<file path="src/rtl/mc_open_row_trk_pkg.sv">
// rtl/mc_open_row_trk_pkg.sv - shared constants, timer state encoding and helpers for the open-row tracker
package mc_open_row_trk_pkg;

    localparam int MC_NBANK  = 4;
    localparam int MC_BANK_W = 2;

    typedef enum logic [1:0] {
        T_IDLE = 2'd0,
        T_CNT  = 2'd1,
        T_REQ  = 2'd2
    } tmr_state_t;

    // Number of set bits in a per-bank open vector (0..4 fits in 3 bits).
    function automatic logic [2:0] count_open(input logic [MC_NBANK-1:0] v);
        logic [2:0] n;
        n = '0;
        for (int i = 0; i < MC_NBANK; i++) begin
            n = n + {2'b00, v[i]};
        end
        return n;
    endfunction

endpackage

</file>
<file path="src/rtl/mc_idle_tmr.sv">
// rtl/mc_idle_tmr.sv - idle timer that requests a precharge-all after idle_tmo access-free cycles
//
// clk, rst       : clock, asynchronous active-high reset
// any_open_next  : at least one bank open after this edge's set/clr updates
// access         : lookup or activate this cycle (restarts the idle count)
// idle_tmo       : timeout in cycles, 0 disables the timer
// pc_ack         : precharge-all for pc_req issued
// clr_all        : precharge-all / refresh issued by other means
// pc_req         : registered precharge-all request level
module mc_idle_tmr
    import mc_open_row_trk_pkg::*;
#(
    parameter int TMO_W = 8
) (
    input  logic             clk,
    input  logic             rst,
    input  logic             any_open_next,
    input  logic             access,
    input  logic [TMO_W-1:0] idle_tmo,
    input  logic             pc_ack,
    input  logic             clr_all,
    output logic             pc_req
);

    tmr_state_t       state_q;
    logic [TMO_W-1:0] cnt_q;
    logic [TMO_W-1:0] tmo_m1;
    logic             tmo_off;
    logic             req_done;

    assign tmo_m1  = idle_tmo - TMO_W'(1);
    assign tmo_off = (idle_tmo == '0);

    // The request is satisfied by any event that leaves every bank closed:
    // the acknowledge, an external clear-all, or a single precharge that
    // happened to close the last open bank.
    assign req_done = pc_ack | clr_all | ~any_open_next;

    always_ff @(posedge clk or posedge rst) begin
        if (rst) begin
            state_q <= T_IDLE;
            cnt_q   <= '0;
            pc_req  <= 1'b0;
        end else begin
            // pc_req follows the request state one cycle late and drops in
            // the same edge the request is retired, so it never lingers past
            // the acknowledge.
            pc_req <= (state_q == T_REQ) && !req_done;

            case (state_q)
                T_IDLE: begin
                    if (any_open_next && !tmo_off) begin
                        state_q <= T_CNT;
                        cnt_q   <= tmo_m1;
                    end
                end
                T_CNT: begin
                    if (!any_open_next || tmo_off) begin
                        state_q <= T_IDLE;
                        cnt_q   <= '0;
                    end else if (access) begin
                        cnt_q <= tmo_m1;
                    end else if (cnt_q == '0) begin
                        state_q <= T_REQ;
                    end else begin
                        cnt_q <= cnt_q - TMO_W'(1);
                    end
                end
                T_REQ: begin
                    // Accesses and a timeout change to 0 are ignored here;
                    // only closing the banks retires the request.
                    if (req_done) begin
                        state_q <= T_IDLE;
                        cnt_q   <= '0;
                    end
                end
                default: begin
                    state_q <= T_IDLE;
                    cnt_q   <= '0;
                end
            endcase
        end
    end

endmodule

</file>
<file path="src/rtl/mc_open_row_trk.sv">
// rtl/mc_open_row_trk.sv - SDRAM per-bank open-row tracker with page hit/miss lookup and idle precharge request
//
// clk, rst      : clock, asynchronous active-high reset
// bank_adr      : bank of the current access
// row_adr       : row of the current access
// lookup        : evaluate bank_adr/row_adr against tracked state
// bank_set      : ACTIVATE issued, mark bank_adr open with row_adr
// bank_clr      : PRECHARGE issued, mark bank_adr closed
// bank_clr_all  : precharge-all or refresh issued, close every bank
// idle_tmo      : idle timeout in cycles, 0 disables
// pc_ack        : precharge-all for pc_req issued
// lkp_vld       : one-cycle lookup result strobe
// bank_open     : looked-up bank was open (held until the next lookup)
// row_same      : looked-up bank was open on the same row (held)
// any_open      : at least one bank open
// open_cnt      : number of open banks
// pc_req        : precharge-all request level
module mc_open_row_trk
    import mc_open_row_trk_pkg::*;
#(
    parameter int ROW_W = 13,
    parameter int TMO_W = 8
) (
    input  logic                 clk,
    input  logic                 rst,
    input  logic [MC_BANK_W-1:0] bank_adr,
    input  logic [ROW_W-1:0]     row_adr,
    input  logic                 lookup,
    input  logic                 bank_set,
    input  logic                 bank_clr,
    input  logic                 bank_clr_all,
    input  logic [TMO_W-1:0]     idle_tmo,
    input  logic                 pc_ack,
    output logic                 lkp_vld,
    output logic                 bank_open,
    output logic                 row_same,
    output logic                 any_open,
    output logic [2:0]           open_cnt,
    output logic                 pc_req
);

    logic [MC_NBANK-1:0] open_q;
    logic [MC_NBANK-1:0] open_nxt;
    logic [ROW_W-1:0]    row_q [MC_NBANK];

    logic                close_all;
    logic                row_wr;
    logic                sel_open;
    logic                sel_hit;
    logic                access;

    // An acknowledged precharge-all closes the banks exactly like an
    // externally issued one.
    assign close_all = bank_clr_all | pc_ack;

    // Row registers only matter while the bank is open, so they are written
    // only when the activate actually leaves the bank open.
    assign row_wr = bank_set & ~bank_clr & ~close_all;

    assign access = lookup | bank_set;

    // Lookup compares against the pre-update state of this edge.
    assign sel_open = open_q[bank_adr];
    assign sel_hit  = sel_open && (row_q[bank_adr] == row_adr);

    always_comb begin
        open_nxt = open_q;
        if (close_all) begin
            open_nxt = '0;
        end else if (bank_clr) begin
            open_nxt[bank_adr] = 1'b0;
        end else if (bank_set) begin
            open_nxt[bank_adr] = 1'b1;
        end
    end

    always_ff @(posedge clk or posedge rst) begin
        if (rst) begin
            open_q <= '0;
            for (int i = 0; i < MC_NBANK; i++) begin
                row_q[i] <= '0;
            end
        end else begin
            open_q <= open_nxt;
            if (row_wr) begin
                row_q[bank_adr] <= row_adr;
            end
        end
    end

    always_ff @(posedge clk or posedge rst) begin
        if (rst) begin
            lkp_vld   <= 1'b0;
            bank_open <= 1'b0;
            row_same  <= 1'b0;
            any_open  <= 1'b0;
            open_cnt  <= '0;
        end else begin
            lkp_vld <= lookup;
            if (lookup) begin
                bank_open <= sel_open;
                row_same  <= sel_hit;
            end
            any_open <= |open_nxt;
            open_cnt <= count_open(open_nxt);
        end
    end

    mc_idle_tmr #(
        .TMO_W (TMO_W)
    ) u_idle_tmr (
        .clk           (clk),
        .rst           (rst),
        .any_open_next (|open_nxt),
        .access        (access),
        .idle_tmo      (idle_tmo),
        .pc_ack        (pc_ack),
        .clr_all       (bank_clr_all),
        .pc_req        (pc_req)
    );

endmodule

</file>
<file path="config.mk">
export PLATFORM = sky130hd
export DESIGN_NAME = mc_open_row_trk
export DESIGN_NICKNAME = d
export VERILOG_FILES = /design/src/rtl/mc_open_row_trk_pkg.sv /design/src/rtl/mc_idle_tmr.sv /design/src/rtl/mc_open_row_trk.sv
export SDC_FILE = /design/constraint.sdc
export NUM_CORES = 1
export LEC_CHECK = 0
export CORE_ASPECT_RATIO = 1.5
export CORE_MARGIN = 4
export CORE_UTILIZATION = 25
export CTS_CLUSTER_SIZE = 20
export DETAILED_ROUTE_END_ITERATION = 8
export PLACE_DENSITY = 0.49
export SYNTH_ARGS = -nofsm -noshare
export SYNTH_HDL_FRONTEND = slang
export SYNTH_SLANG_ARGS = --single-unit
</file>
<file path="constraint.sdc">
create_clock -name clk -period 2.75 [get_ports clk]
set_input_delay 0.825 -clock clk [delete_from_list [all_inputs] [get_ports clk]]
set_output_delay 0.825 -clock clk [all_outputs]
set_load 0.01 [all_outputs]
</file>
# After elaboration in Yosys (flattened, before gate mapping)
# Cells that the tools add are included.
# word_totals
input_bits	30
regBits	74
out_inout_bits	8
# classes
muxes	25
n_eq_ne	8
order_cmp	4
n_bitwise	12
n_reduce_logical	15
add_sub_neg	5
# op_table
cell	count
bitwise mux 52 bit	1
2-to-1 mux 8 bit	5
2-to-1 mux 13 bit	3
binary-select mux 13 bit (select 2 bit)	1
demux 13 bit (select 2 bit)	1
case mux 8 bit (3 select lines)	1
zero test 8 bit	2
subtractor 8 x 1 -> 8 bit (second input constant)	2
equality test 13 bit	1
2-to-1 mux 4 bit	3
2-to-1 mux 2 bit	5
case mux 2 bit (3 select lines)	1
logical AND 1 bit	5
bitwise AND 4 bit	1
inequality test 2 x 1 -> 1 bit (second input constant)	2
inequality test 4 x 3 -> 1 bit (second input constant)	1
NOT 4 bit	1
bitwise OR 4 bit	1
AND reduction 4 bit	1
OR reduction 4 bit	1
adder 2 x 1 -> 3 bit	1
adder 3 x 1 -> 3 bit	1
>= comparator 3 bit (second input constant)	1
zero test 1 bit	3
other kinds (18)	24

# Depth between registers and ports, before layout
# logic_depth
ltp_word	13
depth_mapped	10

# Cells and area by module
# From an unflattened synthesis, not the netlist that was laid out.
# unflattened
hier_cells	289
hier_area_um2	3798.6
# by_module_without_submodules
mod	area_each_um2	cells_per_inst	n_inst
mc_open_row_trk	2950.3	193	1
mc_idle_tmr	848.3	96	1

# Worst setup path after synthesis
# Ideal clock, no wire load.
# synth_timing
kind	input to register
startpoint	in bank_adr[0]
endpoint	reg u_idle_tmr.cnt_q[3]
setup_time_ns	0.127
stages	8
t_arrival_ns	3.257
n_path_buf	2
slack_ns	-0.635
path_cell_list	buf_1 clkbuf_1 nor2_1 a211o_1 ha_1 a21o_1 a211oi_2 mux2_1
# synth_via
elab_chain_cells	13
elab_cells_between_ends	23
# synth_lines
element	line	text
from (decl)	mc_open_row_trk.sv:26	input logic [MC_BANK_W-1:0] bank_adr,
< comparator 2 x 3 -> 1 bit (implied by the code) or >= comparator 2 x 1 -> 1 bit (tied branches)	mc_open_row_trk.sv:71, mc_open_row_trk.sv:73	
logical AND 1 bit (implied by the code)	mc_open_row_trk.sv:71, mc_open_row_trk.sv:73	
2-to-1 mux 1 bit (implied by the code)	mc_open_row_trk.sv:71, mc_open_row_trk.sv:73	
demux 1 bit (select 2 bit) *	mc_open_row_trk.sv:71, mc_open_row_trk.sv:73	
bitwise OR 4 bit (no source line) or NOT 4 bit (tied branches)	n/a	
2-to-1 mux 4 bit or bitwise AND 4 bit (tied branches)	n/a	
2-to-1 mux 4 bit *	mc_open_row_trk.sv:70	end else if (bank_clr) begin
2-to-1 mux 4 bit *	mc_open_row_trk.sv:68	if (close_all) begin
OR reduction 4 bit *	mc_open_row_trk.sv:114	.any_open_next (|open_nxt),
zero test 1 bit or NOT 1 bit (tied branches)	mc_idle_tmr.sv:58, mc_idle_tmr.sv:37	
logical OR 1 bit or bitwise OR 1 bit (tied branches)	mc_idle_tmr.sv:58, mc_idle_tmr.sv:37	
inequality test 4 x 3 -> 1 bit (no source line) (tied with other cells)	n/a	
AND reduction 3 bit (no source line) or case mux 8 bit (3 select lines) (tied branches)	n/a	
to (signal assigned)	mc_idle_tmr.sv:54	cnt_q <= tmo_m1;
to (signal assigned)	mc_idle_tmr.sv:62	cnt_q <= tmo_m1;
to (signal assigned)	mc_idle_tmr.sv:66	cnt_q <= cnt_q - TMO_W'(1);
to (decl)	mc_idle_tmr.sv:26	logic [TMO_W-1:0] cnt_q;
# Every way passes the cells marked *; elsewhere a longest branch is shown, timed or not.
# A chain may end at the register's enable or synchronous reset.

# Worst setup path after layout
# layout_timing
startpoint	in bank_adr[1]
endpoint	reg u_idle_tmr.cnt_q[3]
# The elaborated chain is that of the path after synthesis.

==> impl_metrics.ini <==
[clock_tree]
worstSkewPairLatency_ps = 330
numCtsBuffers = 9
clkSlewWorstSetupHoldPaths_ps = 60
cts_sinks = 74
htreeDepth = 3
root_buffer = clkbuf_16
holdBufCountCts = 0
cts_buffer_depth = 2
cts_tree = yes

[finish]
drive_gt1_share_pct = 25.9
n_fill_cell = 1485
final_cell_mix = dfrtp_1, mux2_1, buf_4, clkdlybuf4s50_1, xnor2_1
area_growth_pct = 35.0
antenna-diode-count = 0
nNetsFinal = 401
final_common_cell = dfrtp_1
utilization_pct = 34.5

[floorplanning]
pin_count = 38
chipHeight_um = 158
core_area_sq_um = 14700
initial_core_util_pct = 25.6
fp.dieW_um = 108
rows = 54
die_area_sq_um = 17100

[sta]
fin_crit_ps = 2680
setup_viol = 0
finClkSkew_ps = 3.60
slew_headroom_pct = 68.3
fin_crit_sh_pct = 97.5
fmax_mhz = 373
rsz0062_at_grt = false
finalHoldViolCount = 0
tightest_slew_ps = 474
final_max_slew_viol_count = 0

[grt]
overflow = 0
grt_pass1_vias = 2852
antenna_found_initial = 0
grt_max_degree = 75
grt_pass1_wl_mm = 14.4
grt.total_usage_pct = 11.1

[place]
dp_hpwl_mm = 6.28
numPortBuffers = 37
gp_congestion = 0.757

[route]
drt-initial-drc-count = 72
drt-wirelength-per-cell_um = 15.1
firstDrtPassIters = 4
viasPerCell = 4.41
drc_errors = 0
num_vias = 2485
wl_mm = 8.52
final_antenna_net_count = 0

[hold_path]
hp-class = register to register
hold_end = row_q[7]
min-delay-start = row_q[7]
worstHoldPathCells = 1

[yosys]
netlist.area_leader.share_pct = 49.4
synthFlopType = dfrtp_1
synth_edf_count = 0
synth_area_sq_um = 3750
async_flop_share_pct = 100
yosys.area.top_type = dfrtp_1
ys_ff_latch = 74
synthCells = 280
ys_warn_count = 0
synth.net_count = 318
yosys-top-cells-area = dfrtp_1, mux2_1, mux4_2
ys_seq_area_share_pct = 49.4
ys_types = 46
avgSynthCellArea_sq_um = 13.4

[setup_path]
worstSetupEndpointType = register
r2r_cells = 5
cp.arrival_ps = 2900
rr_startpoint = u_idle_tmr.cnt_q[3]
r2r-end = u_idle_tmr.cnt_q[3]
critPathLaunchType = input port
r2r_slack_ps = 250
worstPathRequired_ps = 2970
critPathMaxFanout = 8
critPathKind = input port to register

[flow_run]
drv_cap = 0

[power]
p_leak_uw = 0.00226
power_uw = 3240
power.density_nw_per_um2 = 639
vdd_ir_drop_max_mv = 0.281

[outcome]
run_status = completed
## cell usage after synthesis, drive strengths merged (2+ instances only)
library cell,number
a2111oi,2
a211o,2
a211oi,3
a21oi,5
a311o,2
and3,2
buf,8
clkbuf,3
dfrtp,74
ha,7
inv,14
mux2,55
mux2i,2
mux4,14
nand2,12
nand2b,4
nand4,2
nor2,8
nor2b,2
nor3,3
nor3b,4
nor4,3
o21ai,7
o22ai,4
o41ai,2
or2,2
or4,2
xnor2,16
xor2,8
## worst max-delay path by stage
stage	to	slack, ps	depth (start not counted)	startpoint
floorplan	u_idle_tmr.cnt_q[3]	-120	9	bank_adr[1]
global placement	u_idle_tmr.cnt_q[3]	-460	9	bank_adr[1]
detailed placement	u_idle_tmr.cnt_q[3]	-520	9	bank_adr[0]
CTS	u_idle_tmr.cnt_q[3]	30	9	bank_adr[0]
global route	u_idle_tmr.cnt_q[3]	4	9	bank_adr[1]
finish	u_idle_tmr.cnt_q[3]	70	9	bank_adr[1]
## per-stage QoR
| step | hold WS (ps) | std cells | setup TNS (ps) | area (sq um) | setup WS, ps |
|---|---|---|---|---|---|
| after floorplan | 453 | 280 | -467 | 3860 | -122 |
| after global placement | 462 | 544 | -9500 | 4710 | -465 |
| after detailed placement | 474 | 544 | -10240 | 4710 | -518 |
| after CTS | 487 | 562 | 0 | 5040 | 30.0 |
| after global routing | 496 | 563 | 0 | 5060 | 4.45 |
| final | 484 | 563 | 0 | 5060 | 67.6 |
## repair_timing
item / in CTS / in global routing
hold endpoints to repair: 0 / 0
setup buffers: 3 / 1
resized for setup: 9 / 5
pin swaps: 7 / 6
endpoints found under the setup margin: 10 / 5
## layout make-up
class / count / area [sq um] / share of cell area (%)
Inverter: 14 / 52.6 / 1.04
Multi-Input combinational cell: 181 / 1840 / 36.4
Timing Repair Buffer: 83 / 766 / 15.1
Tap cell: 196 / 245 / 4.84
Clock buffer: 9 / 225 / 4.45
Sequential cell: 74 / 1850 / 36.6
Clock inverter: 6 / 82.6 / 1.63
## critical path: stages
cell,delay (ps)
dlygate4sd2_1,260
buf_6,140
nor2b_4,130
a21oi_2,60
a211o_1,270
ha_4,190
a21o_4,220
a211oi_4,470
mux2_4,340
## per-layer routing
layer | share of wire, % | GRT usage, %
met1 | 41 | 12.7
met2 | 53 | 19.4
met3 | 3.5 | 2.57
met4 | 2.0 | 4.99
met5 | 0 | 0
## registers in the layout (all words and copies together), names as in the netlist
signal              cells
any_open                1
open_cnt                3
lkp_vld                 1
row_q                  52
u_idle_tmr.state_q      2
row_same                1
bank_open               1
open_q                  4
u_idle_tmr.pc_req       1
u_idle_tmr.cnt_q        8
## kinds of logic after synthesis
kind of cell,share of synthesized area [%]
buffers and inverters,3.20
AND/OR/NAND/NOR,7.04
multiplexers,25.5
adder cells (fa/ha/maj),2.87
flip-flops,49.4
AO/OA/AOI/OAI,6.47
XOR/XNOR,5.60
## report_power, final
group	leakage (uW)	switching (uW)	internal [uW]
Sequential	0.000957	115	1280
Clock	0.000151	447	784
Combinational	0.00115	246	370
No activity file was read; power rests on OpenSTA's default activity.
